--- src/rtl/systolic_weight_sched_pkg.sv ---
// rtl/systolic_weight_sched_pkg.sv - shared array constants, state encoding and widths for the weight scheduler
package systolic_weight_sched_pkg;

    // Array geometry defaults shared with the rest of the systolic datapath
    localparam int WS_PE_ROW   = 8;
    localparam int WS_PE_COL   = 8;
    localparam int WS_ADDR_W   = 15;
    localparam int WS_ROW_ID_W = 3;

    // Scheduler state encoding
    localparam int WS_STATE_W = 3;

    localparam logic [WS_STATE_W-1:0] ST_IDLE  = 3'd0;
    localparam logic [WS_STATE_W-1:0] ST_READ  = 3'd1;
    localparam logic [WS_STATE_W-1:0] ST_DRAIN = 3'd2;
    localparam logic [WS_STATE_W-1:0] ST_PAD   = 3'd3;
    localparam logic [WS_STATE_W-1:0] ST_DONE  = 3'd4;

endpackage

--- src/rtl/systolic_wsched_pipe.sv ---
// rtl/systolic_wsched_pipe.sv - one-stage alignment of weight latch enables to the SRAM read latency
//
// Ports:
//   CLK, RSTb      clock, asynchronous active-low reset
//   i_flush        drop the in-flight row (abort)
//   i_valid        a row was issued this cycle (read or zero pad)
//   i_sel          1 = SRAM data, 0 = zero weights for the issued row
//   i_row_id       row issued this cycle
//   i_mask         latched column mask
//   o_en_w         per-column weight latch enable, one cycle after issue
//   o_row_id       row receiving weights
//   o_weight_sel   weight-path mux select
module systolic_wsched_pipe #(
    parameter int PE_COL     = 8,
    parameter int BIT_ROW_ID = 3
) (
    input  logic                  CLK,
    input  logic                  RSTb,
    input  logic                  i_flush,
    input  logic                  i_valid,
    input  logic                  i_sel,
    input  logic [BIT_ROW_ID-1:0] i_row_id,
    input  logic [PE_COL-1:0]     i_mask,
    output logic [PE_COL-1:0]     o_en_w,
    output logic [BIT_ROW_ID-1:0] o_row_id,
    output logic                  o_weight_sel
);

    always_ff @(posedge CLK or negedge RSTb) begin
        if (!RSTb) begin
            o_en_w       <= '0;
            o_row_id     <= '0;
            o_weight_sel <= 1'b0;
        end else if (i_flush || !i_valid) begin
            o_en_w       <= '0;
            o_row_id     <= '0;
            o_weight_sel <= 1'b0;
        end else begin
            o_en_w       <= i_mask;
            o_row_id     <= i_row_id;
            o_weight_sel <= i_sel;
        end
    end

endmodule

--- src/rtl/systolic_weight_sched.sv ---
// rtl/systolic_weight_sched.sv - weight preload sequencer: SRAM row reads steered into the systolic array
//
// Optional feature macro: SYSTOLIC_WSCHED_ZERO_PAD_EN (zero-pad rows n..PE_ROW-1 after the reads)
//
// Ports:
//   CLK, RSTb             clock, asynchronous active-low reset
//   i_start               start request, sampled only when idle
//   i_abort               cancel an in-progress load
//   i_base_addr           SRAM address of row 0
//   i_num_rows            rows to load, clamped to PE_ROW
//   i_col_mask            columns to load
//   o_busy                sequence in progress
//   o_done                one-cycle completion pulse
//   o_sram_weight_en      per-bank read enable
//   o_sram_weight_we      always 0
//   o_sram_weight_addr    per-bank read address (all banks equal)
//   o_systolic_en_w       per-column weight latch enable
//   o_systolic_en_row_id  row receiving weights
//   o_weight_sel          1 = SRAM data to array, 0 = zero weights
module systolic_weight_sched
    import systolic_weight_sched_pkg::*;
#(
    parameter int PE_ROW     = WS_PE_ROW,
    parameter int PE_COL     = WS_PE_COL,
    parameter int BIT_ADDR   = WS_ADDR_W,
    parameter int BIT_ROW_ID = WS_ROW_ID_W
) (
    input  logic                       CLK,
    input  logic                       RSTb,
    input  logic                       i_start,
    input  logic                       i_abort,
    input  logic [BIT_ADDR-1:0]        i_base_addr,
    input  logic [BIT_ROW_ID:0]        i_num_rows,
    input  logic [PE_COL-1:0]          i_col_mask,
    output logic                       o_busy,
    output logic                       o_done,
    output logic [PE_COL-1:0]          o_sram_weight_en,
    output logic [PE_COL-1:0]          o_sram_weight_we,
    output logic [PE_COL*BIT_ADDR-1:0] o_sram_weight_addr,
    output logic [PE_COL-1:0]          o_systolic_en_w,
    output logic [BIT_ROW_ID-1:0]      o_systolic_en_row_id,
    output logic                       o_weight_sel
);

    localparam logic [BIT_ROW_ID:0]   ROWS_MAX = (BIT_ROW_ID+1)'(PE_ROW);
    localparam logic [BIT_ROW_ID-1:0] ROW_LAST = BIT_ROW_ID'(PE_ROW - 1);

    logic [WS_STATE_W-1:0] state;
    logic [BIT_ROW_ID:0]   n_rows;
    logic [BIT_ROW_ID-1:0] row;
    logic [PE_COL-1:0]     mask_q;
    logic [BIT_ADDR-1:0]   addr_q;
    logic                  iss_valid;
    logic                  iss_sel;
    logic                  active;
    logic                  flush;
    logic                  last_read;
    logic [BIT_ROW_ID:0]   n_start;

    assign n_start   = (i_num_rows > ROWS_MAX) ? ROWS_MAX : i_num_rows;
    assign last_read = ({1'b0, row} == (n_rows - 1'b1));
    assign active    = (state == ST_READ) || (state == ST_DRAIN) || (state == ST_PAD);
    // Abort kills the row whose SRAM data is still in flight, not just future reads
    assign flush     = i_abort && active;

    assign o_sram_weight_we   = '0;
    assign o_sram_weight_addr = {PE_COL{addr_q}};

    always_ff @(posedge CLK or negedge RSTb) begin
        if (!RSTb) begin
            state            <= ST_IDLE;
            n_rows           <= '0;
            row              <= '0;
            mask_q           <= '0;
            addr_q           <= '0;
            iss_valid        <= 1'b0;
            iss_sel          <= 1'b0;
            o_busy           <= 1'b0;
            o_done           <= 1'b0;
            o_sram_weight_en <= '0;
        end else begin
            o_done <= 1'b0;
            if (flush) begin
                state            <= ST_IDLE;
                addr_q           <= '0;
                iss_valid        <= 1'b0;
                iss_sel          <= 1'b0;
                o_busy           <= 1'b0;
                o_sram_weight_en <= '0;
            end else begin
                case (state)
                    ST_IDLE: begin
                        if (i_start) begin
                            mask_q <= i_col_mask;
                            n_rows <= n_start;
                            row    <= '0;
                            addr_q <= i_base_addr;
                            if (n_start == '0) begin
                                state  <= ST_DONE;
                                o_done <= 1'b1;
                            end else begin
                                state            <= ST_READ;
                                o_busy           <= 1'b1;
                                o_sram_weight_en <= i_col_mask;
                                iss_valid        <= 1'b1;
                                iss_sel          <= 1'b1;
                            end
                        end
                    end
                    ST_READ: begin
                        if (last_read) begin
                            o_sram_weight_en <= '0;
                            addr_q           <= '0;
`ifdef SYSTOLIC_WSCHED_ZERO_PAD_EN
                            // Pad rows are issued straight after the reads so they
                            // follow the last SRAM row through the same pipe stage
                            if (n_rows < ROWS_MAX) begin
                                state   <= ST_PAD;
                                row     <= n_rows[BIT_ROW_ID-1:0];
                                iss_sel <= 1'b0;
                            end else begin
                                state     <= ST_DRAIN;
                                iss_valid <= 1'b0;
                                iss_sel   <= 1'b0;
                            end
`else
                            state     <= ST_DRAIN;
                            iss_valid <= 1'b0;
                            iss_sel   <= 1'b0;
`endif
                        end else begin
                            row    <= row + 1'b1;
                            addr_q <= addr_q + 1'b1;
                        end
                    end
`ifdef SYSTOLIC_WSCHED_ZERO_PAD_EN
                    ST_PAD: begin
                        if (row == ROW_LAST) begin
                            state     <= ST_DRAIN;
                            iss_valid <= 1'b0;
                        end else begin
                            row <= row + 1'b1;
                        end
                    end
`endif
                    ST_DRAIN: begin
                        state  <= ST_DONE;
                        o_busy <= 1'b0;
                        o_done <= 1'b1;
                    end
                    ST_DONE: begin
                        state <= ST_IDLE;
                    end
                    default: begin
                        state <= ST_IDLE;
                    end
                endcase
            end
        end
    end

    systolic_wsched_pipe #(
        .PE_COL     (PE_COL),
        .BIT_ROW_ID (BIT_ROW_ID)
    ) u_pipe (
        .CLK          (CLK),
        .RSTb         (RSTb),
        .i_flush      (flush),
        .i_valid      (iss_valid),
        .i_sel        (iss_sel),
        .i_row_id     (row),
        .i_mask       (mask_q),
        .o_en_w       (o_systolic_en_w),
        .o_row_id     (o_systolic_en_row_id),
        .o_weight_sel (o_weight_sel)
    );

endmodule

--- config.mk ---
export PLATFORM = sky130hd
export DESIGN_NAME = systolic_weight_sched
export DESIGN_NICKNAME = d
export VERILOG_FILES = /design/src/rtl/systolic_weight_sched_pkg.sv /design/src/rtl/systolic_wsched_pipe.sv /design/src/rtl/systolic_weight_sched.sv
export SDC_FILE = /design/constraint.sdc
export NUM_CORES = 1
export LEC_CHECK = 0
export ABC_AREA = 1
export CORE_ASPECT_RATIO = 1.5
export CORE_MARGIN = 2
export CORE_UTILIZATION = 30
export CTS_BUF_LIST = sky130_fd_sc_hd__clkbuf_2
export CTS_CLUSTER_DIAMETER = 40
export DETAILED_ROUTE_END_ITERATION = 10
export PLACE_DENSITY_LB_ADDON = 0.2
export SLEW_MARGIN = 20
export SYNTH_ARGS = -nofsm -noshare
export SYNTH_HDL_FRONTEND = slang
export SYNTH_HIERARCHICAL = 1
export SYNTH_SLANG_ARGS = --single-unit
--- constraint.sdc ---
create_clock -name CLK -period 2.4 [get_ports CLK]
set_input_delay 0.36 -clock CLK [delete_from_list [all_inputs] [get_ports CLK]]
set_output_delay 0.36 -clock CLK [all_outputs]
set_load 0.03 [all_outputs]
==> metrics.txt, run 1 <==
Leak=2.24 nW; I/O Pins=181; fmax=0.444 GHz; Inserted Clock Buffers=5; setup slack, reg-to-reg=0.32 ns; unrepaired setup endpoints after global routing=false; Post-CTS Setup Bufs=0; antenna-violating nets left=0; most frequent cells after synthesis=164 x nand2_1, 113 x buf_4, 56 x dfrtp_1; Synth Flop Type=dfrtp_1; drt drc=0; outcome=completed; worst r2r path cells=13; Crit Reg-Reg Endpoint=row[2]; Cell Pwr Density=1610 nW/um^2; Async SR Flop Fraction=100%; DIE AREA=13,200 sq um; Worst Skew=0.0252 ns; reg-to-reg startpoint=n_rows[0]; final worst slack=0.148 ns; Synth area leader=dfrtp_1; Mapped Cells=485; site row count=49; most common cell in the netlist=nand2_1; Initial Utilization=30.7%; Hold Path Class=in2reg; DRT Wirelength=8860 microns; arrival time worst endpoint=1.89 ns; core footprint=12,000 sq um; Worst path max stage delay=0.76 ns; register area share after synthesis=38.0%; initial antenna violation count=0; Clock transition at path regs=0.31 ns; P&R area growth vs syn=30.7%; vias in the first global route=2,687; Slew HR=53.6%; crit path capture type=primary output; Ys Warns=6; Startpoint Class=flop; pre-CTS WS=0.373 ns; critical path depth=1; TritonCTS clock tree=built; Fin Setup TNS=0 ns; global-route wire length before repair=14,000 microns; worst ir drop on vdd=586 uV; Worst-Margin Slew=0.696 ns; grt ovf=0; 1st-pass router iterations=4; CTS Buffer Depth=2; number of diodes=0; worst-path cell chain=clkdlybuf4s50_1; post-route cell area=4820 sq um; Total Nets Final=589; Final period util=93.8%; H-tree Lvls=2; critical path's slowest cell=clkdlybuf4s50_1; dpl cell area=4760 sq um; DIE HEIGHT=140 microns; Netlist Area Pre-Place=3690 sq um; largest net degree at the start of global routing=30; DR vias/cell=4.20; CP Class=reg2out; Final Hold Vio Count=0; synth unique cells=28; MaxCap Viol Count=0; Yosys reg bits=56; Max FO, Critical Path=13; drt wl/cell=12.5 microns; gpl congestion=0.771; Worst Path Required=2.04 ns; CP startpoint=addr_q[11]; layout cells sized above 1=6.65%; Critical Path End=o_sram_weight_addr[101]; Synth area leaders=dfrtp_1 38%, buf_4 23%, nand2_1 17%; gr usage total=13.3%; Synth top area share=38.0%; DR iter-0 viols=84; CTS sink count=56; number of flops mapped to enable cells by yosys=0; Fill cells=1,263; via count=2,976; crit path buf inv count=1; Port Buffer Count=172; clk_lat worst skew=0.47 ns; top cell family by delay on the critical path=buffers and inverters; Setup Viol. Count Final=0; die width=94.5 microns; Synth Area per Inst=7.60 sq um; Tmin final=2.25 ns; Slew Viols, Final=0; Root Buffer=clkbuf_2; post-DP HPWL=6900 microns
==> worst min-delay path by stage <==
| stage | start | end | depth (start not counted) |
|---|---|---|---|
| 5_1_grt | i_col_mask[2] | o_sram_weight_en[2] | 3 |
| 2_1_floorplan | RSTb | addr_q[0] | 0 |
| 3_3_place_gp | RSTb | o_sram_weight_en[4] | 1 |
| 6_report | i_col_mask[2] | mask_q[2] | 3 |
| 4_1_cts | i_col_mask[2] | mask_q[2] | 3 |
| 3_5_place_dp | RSTb | o_sram_weight_en[1] | 1 |
==> cell type report <==
class                   instances  area [sq um]  area share [%]
repair buffers                176          1760            36.6
multi-input cells             272          1250            26.0
inverters                      44           168            3.48
clock buffers                   5          25.0           0.519
flip-flops and latches         56          1400            29.1
well taps                     153           191            3.97
clock inverters                 3          21.3           0.441
==> sequential cells by signal (all words and copies together) (netlist names) <==
name,count
n_rows,4
row,3
o_done,1
u_pipe/o_row_id,3
o_busy,1
o_sram_weight_en,8
iss_sel,1
mask_q,8
u_pipe/o_en_w,8
state,3
u_pipe/o_weight_sel,1
addr_q,15
==> power by group <==
group          switching [W]  leakage (nW)  internal, W  total [W]
clock network       0.000327        0.0294    0.0000740   0.000401
logic                0.00343          1.49      0.00211    0.00554
registers           0.000498         0.725      0.00131    0.00181
==> cells by family (layout without fill, tap and decap cells) <==
kind of cell               after synthesis  count (layout)  synth area share [%]
buffers and inverters                  164             228                  28.8
adders and majority gates                3               3                  1.02
and+or+nand+nor                        232             232                  27.1
AOI/OAI and AO/OA                       21              21                  3.05
DFF                                     56              56                  38.0
other                                    1               8                 0.102
xor gates and xnor gates                 8               8                  1.90
==> metal layers <==
metal	GRT usage [%]	part of all wire [%]	vias up
met5	0	0	-
met4	3.66	1.3	0
met3	2.87	7.1	8
met2	24.7	53	117
met1	15.0	39	1355
li1	-	-	1496
==> metrics by stage <==
stage,power (W),util [%],instances,hold slack (ns)
floorplan,0.00613,-,492,0.0644
global placement,0.00738,39.6,700,0.433
detailed placement,0.00744,39.6,700,0.446
CTS,0.00786,40.1,709,0.340
global route,0.00829,40.1,709,0.349
finish,0.00775,40.1,709,0.395
==> what timing repair did <==
| item | in CTS | in global routing |
|---|---|---|
| gates resized for setup | 0 | 0 |
| hold buffers | 1 | 0 |
| endpoints found under the hold margin | 27 | 0 |
==> cell usage in the layout, fill, tap and decap left out <==
master / n
inv_6: 1
nor2_4: 2
clkinv_2: 1
xor2_1: 6
nor4_1: 2
conb_1: 8
nor2_8: 1
o21ai_1: 3
o21bai_1: 1
buf_2: 1
xnor2_1: 2
nand3_1: 10
o22ai_1: 2
dlygate4sd3_1: 1
nor2_1: 25
a21oi_1: 4
buf_12: 1
nand4_1: 10
inv_1: 40
nand2_2: 3
inv_2: 3
inv_4: 1
nand3_2: 3
buf_4: 2
o211ai_1: 1
clkbuf_2: 5
dfrtp_1: 56
nor2_2: 12
clkinvlp_4: 1
ha_1: 3
o21ai_0: 10
nand2_1: 164
clkdlybuf4s50_1: 171
(Power assumes the default switching activity.)
==> inputs of run 2 (changes only) <==
--- a/config.mk
+++ b/config.mk
@@ -7,4 +7,5 @@
 export LEC_CHECK = 0
 export ABC_AREA = 1
+export CAP_MARGIN = 20
 export CORE_ASPECT_RATIO = 1.5
 export CORE_MARGIN = 2
==> constraint.sdc (replaced) <==
create_clock -name CLK -period 2.4 [get_ports CLK]
set_input_delay 0.48 -clock CLK [delete_from_list [all_inputs] [get_ports CLK]]
set_output_delay 0.48 -clock CLK [all_outputs]
set_load 0.03 [all_outputs]
==> run 2 against run 1 <==
Cell count grew 0.28%. Sequential power is essentially flat. Clock skew grew 0.0075 ns. Die area is the same. Clock-buffer cell count is the same. Combinational power grew 1%. Largest power group unchanged.
==> metrics.txt, run 2 (same netlist as run 1, synthesis figures left out) <==
post-DP HPWL=6940 microns (+0.56%); Initial Utilization=30.7% (unchanged); Total Nets Final=591 (+0.34%); Port Buffer Count=172 (unchanged); outcome=completed; worst-path cell chain=clkdlybuf4s50_1; CP Class=reg2out; CTS sink count=56 (unchanged); Sw Ratio=54.6% (-0.36 points); initial antenna violation count=0 (unchanged); worst ir drop on vdd=581 uV (-0.96%); Worst Path Required=1.92 ns (-0.12 ns); DRT Wirelength=8910 microns (+0.63%); I/O Pins=181 (unchanged); number of diodes=0 (unchanged); Leak=2.23 nW (-0.26%); CP startpoint=addr_q[11]; grt ovf=0 (unchanged); DIE AREA=13,200 sq um (unchanged); drt drc=0 (unchanged); H-tree Lvls=2 (unchanged); Slew Viols, Final=0 (unchanged); die width=94.5 microns (unchanged); Final Hold Vio Count=0 (unchanged); fmax=0.447 GHz (+0.64%); clk_lat worst skew=0.49 ns (+0.02 ns); Critical Path End=o_sram_weight_addr[101]; Gate power share=71.5% (about the same); global-route wire length before repair=14,600 microns (+4.5%); top cell family by delay on the critical path=buffers and inverters; commonest non-fill, non-tap cell in the layout=clkdlybuf4s50_1; Sw Pwr=0.00428 W (+0.47%); Inserted Clock Buffers=5 (unchanged); antenna-violating nets left=0 (unchanged); gr usage total=14.0% (+0.65 points); Root Buffer=clkbuf_2; P_int=0.00356 W (+1.9%); via count=3,021 (+1.5%); P&R area growth vs syn=31.8%; Final period util=93.2% (-0.60 points); Worst path max stage delay=0.72 ns (-0.04 ns); Fin Setup TNS=0 ns (unchanged); DR vias/cell=4.25 (+1.2%); Max FO, Critical Path=13 (unchanged); DIE HEIGHT=140 microns (unchanged); Cell Pwr Density=1610 nW/um^2 (+0.32%); arrival time worst endpoint=1.76 ns (-0.13 ns); Worst Skew=0.0327 ns (+0.00753 ns); gpl congestion=0.751 (-2.5%); Worst-Margin Slew=0.531 ns (-0.165 ns); Post-CTS Setup Bufs=0 (unchanged); most frequent cells in the layout=171 x clkdlybuf4s50_1, 164 x nand2_1, 41 x dfrtp_1; crit path buf inv count=1 (unchanged); unrepaired setup endpoints after global routing=false; Crit Reg-Reg Endpoint=addr_q[5]; TritonCTS clock tree=built; sequential power share=23.3% (about the same); layout cells sized above 1=9.68% (+3.0 points); Setup Viol. Count Final=0 (unchanged); core footprint=12,000 sq um (unchanged); Startpoint Class=flop; largest net degree at the start of global routing=36 (+20%); crit path capture type=primary output; Slew HR=64.6% (+11 points); Final Util=40.4% (+0.32 points); vias in the first global route=2,949 (+9.8%); MaxCap Viol Count=0 (unchanged); reg-to-reg startpoint=n_rows[0]; Tmin final=2.24 ns (-0.0143 ns); drt wl/cell=12.5 microns (+0.35%); Largest Register=addr_q; worst r2r path cells=12 (-1); clock share of power=5.2% (about the same); 1st-pass router iterations=4 (unchanged); critical path depth=1 (unchanged); Hold Path Class=in2async; Clock transition at path regs=0.32 ns (about the same); critical path's slowest cell=clkdlybuf4s50_1; setup slack, reg-to-reg=0.33 ns (about the same); number of flip-flops in the largest register=15 (unchanged); CTS Buffer Depth=2 (unchanged); DR iter-0 viols=74 (-12%); site row count=49 (unchanged)
run 2: cell types whose count changed in the layout (fill, tap and decap cells not counted), sizes merged:
cell	before	now
clkinv	1	2
clkinvlp	1	0
buf	4	6
run 2: cell type report:
class                      instances  area (sq um)
multi-input combinational        272          1250
sequential                        56          1420
clock buffer                       5          25.0
timing repair buffer             178          1780
fill                            1245          7160
inverter                          44           168
clock inverter                     3          26.3
tap                              153           191
run 2: through the flow:
step	total power, W	instances	hold slack [ns]	cell area, sq um	setup WS (ns)
after CTS	0.00794	711	0.405	4850	0.00697
after floorplan	0.00613	492	0.184	3710	0.659
final	0.00784	711	0.431	4860	0.162
after detailed placement	0.00749	702	0.462	4780	0.336
after global routing	0.00841	711	0.393	4860	0.0295
after global placement	0.00743	702	0.455	4780	0.373
run 2: routing by layer:
| layer | global-route usage (%) | part of all wire, % | wire [microns] | vias to the layer above |
|---|---|---|---|---|
| met5 | 0 | 0 | 0 | - |
| met4 | 3.51 | 1.2 | 106 | 0 |
| met3 | 3.14 | 7.5 | 667 | 7 |
| met2 | 27.1 | 54 | 4840 | 122 |
| met1 | 14.7 | 37 | 3300 | 1385 |
| li1 | - | - | - | 1507 |
run 2: worst min path at each step:
stage	from	endpoint	slack, ns
3_3_place_gp	mask_q[6]	mask_q[6]	0.45
4_1_cts	RSTb	mask_q[4]	0.41
2_1_floorplan	RSTb	addr_q[0]	0.18
6_report	RSTb	mask_q[4]	0.43
3_5_place_dp	mask_q[6]	mask_q[6]	0.46
5_1_grt	RSTb	mask_q[4]	0.39
run 2: timing repair:
| item | 4_1_cts | 5_1_grt |
|---|---|---|
| hold buffers | 1 | 0 |
| setup endpoints to repair | 36 | 69 |
| pin swaps | 0 | 0 |
| endpoints found under the hold margin | 21 | 0 |
| resized for setup | 6 | 9 |
run 2: power by group through the flow:
stage / Clock [W] / Sequential [W] / Combinational [W]
2_1_floorplan: 0 / 0.00218 / 0.00395
3_3_place_gp: 0 / 0.00181 / 0.00562
3_5_place_dp: 0 / 0.00184 / 0.00566
4_1_cts: 0.000443 / 0.00183 / 0.00567
5_1_grt: 0.000475 / 0.00192 / 0.00601
6_report: 0.000410 / 0.00183 / 0.00560
